## src/rtl/period_meas.sv

```systemverilog
// ---------------------------------------------------------------------------
// period_meas
//
// Measures the interval, in clk cycles, between consecutive rising edges of
// an asynchronous input and presents it to downstream capture logic as a
// registered period value with a one-cycle capture strobe.
//
// Ports:
//   clk      system clock, all logic on its rising edge
//   rst      asynchronous active-high reset
//   en       measurement enable; low returns the block to IDLE
//   sig_in   asynchronous signal being measured
//   period   last measured period in clk cycles (saturates at 2^WIDTH-1)
//   capture  one-cycle strobe, high in the cycle period is updated
//   ovf      high while the current interval has saturated the counter
//   valid    sticky, high once any capture has occurred since reset
//
// Parameters:
//   WIDTH        width of period and of the interval counter
//   SYNC_STAGES  synchronizer depth on sig_in (must be at least 2)
// ---------------------------------------------------------------------------
module period_meas #(
    parameter int WIDTH       = 9,
    parameter int SYNC_STAGES = 2
) (
    input  logic             clk,
    input  logic             rst,
    input  logic             en,
    input  logic             sig_in,
    output logic [WIDTH-1:0] period,
    output logic             capture,
    output logic             ovf,
    output logic             valid
);

    localparam logic [WIDTH-1:0] CNT_MAX = '1;
    localparam logic [WIDTH-1:0] CNT_ONE = WIDTH'(1);

    typedef enum logic [1:0] {
        IDLE,
        WAIT_LOW,
        WAIT_RISE,
        MEAS
    } state_t;

    state_t state, state_n;

    logic [SYNC_STAGES-1:0] sync_q;
    logic [SYNC_STAGES-1:0] fill_q;
    logic                   sig_s;
    logic                   sig_d;
    logic                   rise;
    logic                   sync_ok;

    logic [WIDTH-1:0] cnt, cnt_n;
    logic [WIDTH-1:0] period_n;
    logic             capture_n;
    logic             ovf_n;
    logic             valid_n;

    // Synchronizer chain and edge-detect delay. fill_q tracks how many real
    // samples have reached the end of the chain since reset, because the
    // reset zeros in sync_q are not a genuine low level of sig_in: a high
    // input held through reset release must not look like a low followed
    // by a rising edge.
    always_ff @(posedge clk or posedge rst) begin
        if (rst) begin
            sync_q <= '0;
            fill_q <= '0;
            sig_d  <= 1'b0;
        end else begin
            sync_q <= {sync_q[SYNC_STAGES-2:0], sig_in};
            fill_q <= {fill_q[SYNC_STAGES-2:0], 1'b1};
            sig_d  <= sig_s;
        end
    end

    assign sig_s   = sync_q[SYNC_STAGES-1];
    assign rise    = sig_s & ~sig_d;
    assign sync_ok = fill_q[SYNC_STAGES-1];

    // State, counter and output registers.
    always_ff @(posedge clk or posedge rst) begin
        if (rst) begin
            state   <= IDLE;
            cnt     <= '0;
            period  <= '0;
            capture <= 1'b0;
            ovf     <= 1'b0;
            valid   <= 1'b0;
        end else begin
            state   <= state_n;
            cnt     <= cnt_n;
            period  <= period_n;
            capture <= capture_n;
            ovf     <= ovf_n;
            valid   <= valid_n;
        end
    end

    // Next-state logic. A rising edge in MEAS closes the current interval
    // and opens the next one in the same cycle, so cnt restarts at 1 rather
    // than 0. en low has priority over everything, including a coincident
    // edge, and leaves period and valid untouched.
    always_comb begin
        state_n   = state;
        cnt_n     = cnt;
        period_n  = period;
        capture_n = 1'b0;
        ovf_n     = ovf;
        valid_n   = valid;

        if (!en) begin
            state_n = IDLE;
            cnt_n   = '0;
            ovf_n   = 1'b0;
        end else begin
            case (state)
                IDLE: begin
                    cnt_n   = '0;
                    ovf_n   = 1'b0;
                    state_n = WAIT_LOW;
                end
                WAIT_LOW: begin
                    if (sync_ok && !sig_s) begin
                        state_n = WAIT_RISE;
                    end
                end
                WAIT_RISE: begin
                    if (rise) begin
                        cnt_n   = CNT_ONE;
                        state_n = MEAS;
                    end
                end
                MEAS: begin
                    if (rise) begin
                        period_n  = cnt;
                        capture_n = 1'b1;
                        valid_n   = 1'b1;
                        ovf_n     = 1'b0;
                        cnt_n     = CNT_ONE;
                    end else if (cnt != CNT_MAX) begin
                        cnt_n = cnt + CNT_ONE;
                        if (cnt_n == CNT_MAX) begin
                            ovf_n = 1'b1;
                        end
                    end
                end
                default: begin
                    state_n = IDLE;
                end
            endcase
        end
    end

endmodule
```

## config.mk

```make
export PLATFORM = sky130hd
export DESIGN_NAME = period_meas
export DESIGN_NICKNAME = d
export VERILOG_FILES = /design/src/rtl/period_meas.sv
export SDC_FILE = /design/constraint.sdc
export NUM_CORES = 1
export LEC_CHECK = 0
export CAP_MARGIN = 20
export CORE_MARGIN = 4
export CORE_UTILIZATION = 40
export CTS_CLUSTER_DIAMETER = 40
export DETAILED_ROUTE_END_ITERATION = 7
export DONT_BUFFER_PORTS = 1
export GPL_TIMING_DRIVEN = 0
export PLACE_DENSITY = 0.56
export SYNTH_ARGS = -nofsm -noshare
export SYNTH_HDL_FRONTEND = slang
export SYNTH_SLANG_ARGS = --single-unit
```

## constraint.sdc

```tcl
create_clock -name clk -period 2.44 [get_ports clk]
set_input_delay 0.488 -clock clk [delete_from_list [all_inputs] [get_ports clk]]
set_output_delay 0.488 -clock clk [all_outputs]
set_load 0.05 [all_outputs]
```

# Yosys cells after proc, flatten, opt, wreduce, memory -nomap -nowiden
# Index checks and enable logic that the tools add are counted.
# word_totals
ff_bits,28
output_inout_bits,12
elab_cells,48
input_bits,4
# classes
n_addsub,1
n_eq_ne,12
bitwise,2
n_reduce_logical,7
n_mux,17
# op_table
op,count
2-to-1 mux 9 bit,4
case mux 9 bit (3 select lines),1
AND reduction 3 bit,4
"adder 9 x 1 -> 9 bit, second input constant",1
"== test 9 bit, second input constant",1
"inequality test 9 bit, second input constant",1
"inequality test 4 x 1 -> 1 bit, second input constant",2
"inequality test 4 bit, second input constant",2
2-to-1 mux 1 bit,7
2-to-1 mux 2 bit,3
"inequality test 3 bit, second input constant",2
case mux 2 bit (3 select lines),1
"== test 2 bit, second input constant",2
"inequality test 3 x 1 -> 1 bit, second input constant",1
"== test 2 x 1 -> 1 bit, second input constant",1
logical NOT 2 bit,1
case mux 1 bit (2 select lines),1
AND 1 bit,1
logical AND 1 bit,1
logical NOT 1 bit,1
NOT 1 bit,1

# Depth between registers and ports, before layout
# Gate-level depths: netlist of the first run.
# depth
depth_word,7
mapped_depth,8
depth_no_buf,8

# Worst setup path before layout of the first run
# Ideal clock, no wire load.
# synth_timing
path_kind,register to register
start,register cnt[0]
end,register cnt[6]
path_buffers,0
path_slack_ns,0.399
stages_incl_launch_ff,9
arrival_ns,1.917
synth_period_minus_slack_ns,2.041
t_required_ns,2.316
path_cell_list,dfrtp_1 -> ha_1 -> inv_1 -> nor3_1 -> ha_1 -> a21oi_2 -> o32ai_4 -> and2_1 -> a211o_1
# synth_between
elab_chain_len,5
word_cells_on_any_way,8
classes_between,1 x add/sub; 2 x eq/ne; 4 x mux; 1 x reduce/logical
# synth_rtl
item,line_no,text
from (decl),55,"logic [WIDTH-1:0] cnt, cnt_n;"
from (signal assigned),93,cnt <= cnt_n;
adder 9 x 1 -> 9 bit,143,cnt_n = cnt + CNT_ONE;
2-to-1 mux 9 bit,142,end else if (cnt != CNT_MAX) begin
2-to-1 mux 9 bit,136,if (rise) begin
case mux 9 bit (3 select lines),118,case (state)
2-to-1 mux 9 bit,113,if (!en) begin
# Several ways; a longest one is shown, not always the timed one. The select of a mux whose other input is x is not followed.
# A chain may end at the register's enable or synchronous reset.

# Worst setup path in the final report of the first run
# layout_timing
start,register cnt[1]
end,register cnt[6]
# Same word-level chain as after synthesis.

==> results of run 1 <==
==> registers in the layout, summed over array words and instances, names as in the netlist <==
signal	flops
valid	1
sig_d	1
cnt	9
sync_q	2
fill_q	2
state	2
capture	1
period	9
ovf	1
==> per-stage QoR <==
stage                     total power [mW]  area [um^2]
after floorplan                      0.901         1530
after global placement               0.970         1590
after detailed placement             0.987         1590
after CTS                             1.36         1660
after global routing                  1.45         1700
final                                 1.35         1700
==> report_power, final <==
part	switching (mW)	leakage, nW	internal [mW]
Clock	0.149	0.0357	0.220
Sequential	0.0666	0.374	0.498
Combinational	0.244	0.337	0.175
==> per-layer routing <==
metal	wire, um	part of all wire
met5	0	0
met4	34	0.011
met3	103	0.033
met2	1560	0.50
met1	1440	0.46
==> worst max-delay path: cells and delay by family (launching register included) <==
kind	cells	cell delay, ps
simple gates	1	230
buf+inv	1	120
fa+ha+maj	2	600
flops	1	470
compound gates	4	730
==> cell usage after synthesis, drive strengths merged (2+ instances only) <==
master	number
o31ai	2
a2111oi	2
inv	11
nand3	11
and2	2
a211oi	2
nand2b	3
xnor2	2
nor2b	2
ha	7
a21o	2
a311oi	2
nor2	5
a22oi	3
o21ai	9
a21oi	4
and3	2
nand2	10
mux2	6
o211a	2
dfrtp	28
buf	5
and4	2
a22o	3
==> area by class of cell <==
| cell class | instances | area [um^2] | share of cell area |
|---|---|---|---|
| Timing Repair Buffer | 1 | 27.5 | 0.0162 |
| Tap cell | 48 | 60.1 | 0.0354 |
| Clock buffer | 3 | 41.3 | 0.0244 |
| Clock inverter | 1 | 30.0 | 0.0177 |
| Inverter | 11 | 41.3 | 0.0244 |
| Sequential cell | 28 | 703 | 0.415 |
| Buffer | 5 | 30.0 | 0.0177 |
| Multi-Input combinational cell | 99 | 762 | 0.449 |
==> repair_timing <==
item	in CTS	in global routing
setup endpoints to repair	0	8
resized for setup	0	4
hold endpoints to repair	0	0
==> logic make-up after synthesis <==
kind of cell	count (synthesis)
compound gates	38
simple gates	44
fa+ha+maj	7
buf+inv	16
mux	7
other cells	1
xor+xnor	2
flops	28
==> final timing paths <==
kind / endpoint / slack [ps] / cells past startpoint
max: cnt[6] / 170 / 8
min: period[0] / 10 / 1
max reg2reg: cnt[6] / 170 / 8
min reg2reg: fill_q[1] / 360 / 0
max in group asynchronous: cnt[0] / 2000 / 2
min in group clk: sync_q[0] / 230 / 0
==> run_results.csv, run 1 <==
group,metric,value,unit
outcome,status,"finished, final reports clean",
synthesis,synth_top_area_cell,"dfrtp_1",
setup_path,cp-start-kind,"flop",
synthesis,syn_area,0.00153,mm^2
placed_design,place.port_buffers,0,
routing,wl_per_cell,16.0,um
synthesis,synthTopCellsByArea,"dfrtp_1 46%, ha_1 5.7%, nand3_1 2.9%, mux2_2 2.9%, inv_1 2.7%",
global_routing,grt_pass1_vias,1086,
synthesis,syn_inst,143,
global_routing,gr-usage-met2,0.231,
floorplan,die_x,69.9,um
finish,layout_common_cells,"26 x dfrtp_1, 11 x inv_1, 10 x nand2_1",
synthesis,seq_area_frac_synth,0.458,
setup_path,cp-startpoint,"cnt[1]",
clock_tree,cts_hold_buffers,0,
synthesis,yosys.area_share.simple,0.172,
finish,drive_gt1_frac,0.182,
timing,relSlewSlack,0.652,
placed_design,place_ws,34.3,ps
floorplan,die_h,69.9,um
synthesis,syn_nets,154,
finish,final_common_cell,"dfrtp_1",
synthesis,synth_warnings,0,
floorplan,num_rows,22,
routing,drc_errors,0,
setup_path,cp_cell_sequence,"ha_1, inv_1, nor3_1, ha_2, a21oi_2, o32ai_4, a2111oi_2, a211o_1",
timing,skew,10.9,ps
timing,maxSlewViolCount,0,
synthesis,async_flop_share,1.00,
timing,tns,0,ps
finish,diodes,0,
timing,setup_viol,0,
global_routing,grtUsageTotal,0.139,
setup_path,cp-end-kind,"flop",
routing,wl,3130,um
setup_path,worstPathArrival,2450,ps
timing,rsz0062_at_grt,"false",
power_and_ir_drop,vdd_drop_max,0.468,mV
synthesis,synth_mux_area_frac,0.0507,
timing,fmax,441,MHz
timing,period_minus_slack,2270,ps
floorplan,core,0.00369,mm^2
global_routing,globalRouteMet1Util,0.181,
synthesis,synthXorXnorAreaFrac,0.0114,
setup_path,path_class,"flop to flop",
synthesis,netlist.area_leader.share,0.458,
finish,fillers,355,
finish,post-route-util,0.460,
synthesis,synth_compound_area_frac,0.202,
clock_tree,root_buffer,"clkbuf_8",
routing,final_antenna_net_count,0,
setup_path,reg2reg_from,"cnt[1]",
clock_tree,postCtsSetupBuffers,0,
synthesis,ys_types,47,
global_routing,antenna_found_initial,0,
routing,vias,1083,
routing,dr.pass1.iters,4,
finish,final_cells,196,
placed_design,dpl.hpwl,2340,um
clock_tree,clk-insertion-delay-late,280,ps
synthesis,synth_area_per_cell,10.7,um^2
global_routing,grt_max_degree,29,
timing,hold_viol,0,
setup_path,cpMaxStageDelayCell,"dfrtp_2",
synthesis,synth-edff-count,0,
timing,fin_crit_sh,0.929,
min_path,hp-class,"input port to async pin",
run,max-cap-violations,0,
floorplan,die-area,0.00488,mm^2
clock_tree,ctsLongestPathBuffers,2,
global_routing,grt_overflow,0,
routing,drtIter0Drc,52,
clock_tree,tritoncts,"built",
floorplan,initial_core_util,0.415,
setup_path,max_stage_delay,470,ps
timing,timing.hold.ws,10.5,ps
timing,worst_slew_pin_slew,518,ps
finish,fin_nets,160,
placed_design,gp_routability_congestion,0.824,
synthesis,ys.flop_type,"dfrtp_1",
global_routing,grt_pass1_wl,5490,um
synthesis,synth_fa_ha_area_frac,0.0572,
routing,vias_per_cell,5.53,
clock_tree,cts_buffers,3,
power_and_ir_drop,p_leak,0.747,nW
power_and_ir_drop,p_per_area,798,mW/mm^2
clock_tree,clkTransAtPathRegs,100,ps
global_routing,grt.busiest_layer,"met2",
clock_tree,clock-sinks,28,
synthesis,synth_seq_cells,28,
finish,area_delta_synth_final,10.8,%
setup_path,path_max_fanout,9,
clock_tree,htreeDepth,1,
synthesis,synth_top_family_by_area,"compound AO/OA/AOI/OAI gates",
floorplan,pin_count,16,
setup_path,crit_required,2620,ps
global_routing,use_met3,0.0331,
timing,worst_slack,173,ps
placed_design,dp.cells,191,
No activity file was read; power rests on OpenSTA's default activity.
==> run 2: changes to the inputs <==
- CORE_ASPECT_RATIO: unset -> 2
==> run_results.csv, run 2 (synthesis results as in run 1) <==
group,metric,value,unit
setup_path,cp_cell_sequence,"ha_2, inv_1, nor3_1, ha_2, a21oi_2, o32ai_4, a2111oi_2, a211o_1",
finish,fin_area,0.00170,mm^2
global_routing,grt_pass1_wl,5370,um
routing,wl,3200,um
routing,drc_errors,0,
timing,setup_viol,0,
setup_path,regToRegSetupSlack,140,ps
power_and_ir_drop,p_per_area,791,mW/mm^2
timing,relSlewSlack,0.665,
clock_tree,clock-sinks,28,
setup_path,cpMostUsedCell,"ha_2",
timing,fmax,434,MHz
setup_path,cp-start-kind,"flop",
power_and_ir_drop,vdd_drop_max,0.516,mV
timing,fin_crit_sh,0.944,
finish,area_delta_synth_final,11.0,%
placed_design,place.port_buffers,0,
global_routing,grt_overflow,0,
timing,worst_slack,137,ps
finish,diodes,0,
clock_tree,cts_hold_buffers,0,
setup_path,r2r_end,"cnt[6]",
setup_path,cp-end-kind,"flop",
placed_design,dpl.hpwl,2480,um
min_path,hp-class,"input port to async pin",
clock_tree,clk-insertion-delay-late,270,ps
global_routing,grtUsageTotal,0.145,
clock_tree,root_buffer,"clkbuf_8",
clock_tree,ctsLongestPathBuffers,2,
finish,layout_common_cells,"26 x dfrtp_1, 11 x inv_1, 10 x nand2_1",
routing,final_antenna_net_count,0,
floorplan,die_x,51.7,um
finish,fillers,371,
timing,tns,0,ps
placed_design,postPlaceCellArea,0.00159,mm^2
floorplan,initial_core_util,0.420,
clock_tree,htreeDepth,1,
timing,skew,3.21,ps
placed_design,place_ws,-39.6,ps
clock_tree,cts_buffers,3,
timing,period_minus_slack,2300,ps
run,max-cap-violations,0,
floorplan,die_h,95.5,um
finish,fin_nets,160,
floorplan,pin_count,16,
finish,final_common_cell,"dfrtp_1",
setup_path,rr_worst_depth,8,
routing,vias_per_cell,5.66,
finish,drive_gt1_frac,0.189,
clock_tree,tritoncts,"built",
outcome,status,"finished, final reports clean",
floorplan,core,0.00365,mm^2
setup_path,reg2reg_from,"cnt[1]",
timing,hold_viol,0,
setup_path,max_stage_delay,470,ps
setup_path,crit_required,2610,ps
setup_path,path_class,"flop to flop",
setup_path,path_max_fanout,9,
routing,vias,1116,
power_and_ir_drop,p_leak,0.744,nW
setup_path,worstPathArrival,2470,ps
timing,worst_slew_pin_slew,498,ps
finish,top_regs,"cnt: 9 flops, period: 9 flops",
timing,rsz0062_at_grt,"false",
global_routing,grt_max_degree,29,
clock_tree,clkTransAtPathRegs,90,ps
routing,dr.pass1.iters,4,
floorplan,num_rows,31,
timing,maxSlewViolCount,0,
global_routing,antenna_found_initial,0,
routing,drtIter0Drc,19,
setup_path,cpMaxStageDelayCell,"dfrtp_2",
floorplan,die-area,0.00494,mm^2
routing,wl_per_cell,16.3,um
placed_design,gp_routability_congestion,0.887,
global_routing,grt_pass1_vias,1156,
==> run 2: cell counts in the layout (fill, tap and decap cells not counted) <==
No cell type changed its count.
==> run 2: what timing repair did <==
action                                 4_1_cts  5_1_grt
gates resized for setup                      2        3
setup endpoints to repair                    4        6
setup buffers                                0        0
endpoints found under the hold margin        0        0
==> run 2: how the worst max path moves through the flow <==
stage	start	to	slack, ps	cells past startpoint
after global routing	cnt[1]	cnt[6]	10	8
after CTS	cnt[0]	cnt[6]	40	8
final	cnt[1]	cnt[6]	140	8
after detailed placement	cnt[1]	cnt[6]	-40	8
after floorplan	cnt[0]	cnt[6]	400	8
after global placement	cnt[1]	cnt[8]	-60	8
==> run 2: per-layer routing <==
metal	part of all wire	wire (um)	global-route usage	vias up
met5	0	0	0	-
met4	0.050	159	0.103	0
met3	0.034	110	0.0141	16
met2	0.57	1830	0.276	30
met1	0.35	1110	0.138	540
li1	-	-	-	530
==> run 2: critical path, delay by kind of cell, from the launching register on <==
kind	cells	cell delay [ps]
buffers and inverters	1	90
AND/OR/NAND/NOR	1	280
AO/OA/AOI/OAI	4	750
adder cells (fa/ha/maj)	2	600
flip-flops	1	470
==> run 2: layout make-up <==
type	instances	area [um^2]	area share
well taps	49	61.3	0.0361
multi-input cells	99	764	0.450
plain buffers	5	30.0	0.0177
clock buffers	3	41.3	0.0243
repair buffers	1	27.5	0.0162
inverters	11	41.3	0.0243
flip-flops and latches	28	703	0.414
clock inverters	1	30.0	0.0177
==> run 2: power by group <==
group	switching (mW)	internal, mW	total (mW)
combinational	0.240	0.174	0.414
clock	0.144	0.220	0.364
sequential	0.0674	0.498	0.565
total	0.452	0.892	1.34
==> run 2: per-stage QoR <==
step                      hold WS [ps]  utilization  total power, mW  std cells
after floorplan                    331            -            0.901        143
after global placement             340        0.437            0.969        192
after detailed placement           337        0.437            0.983        192
after CTS                          219        0.457             1.36        196
after global routing              31.3        0.466             1.43        197
final                             30.3        0.466             1.34        197
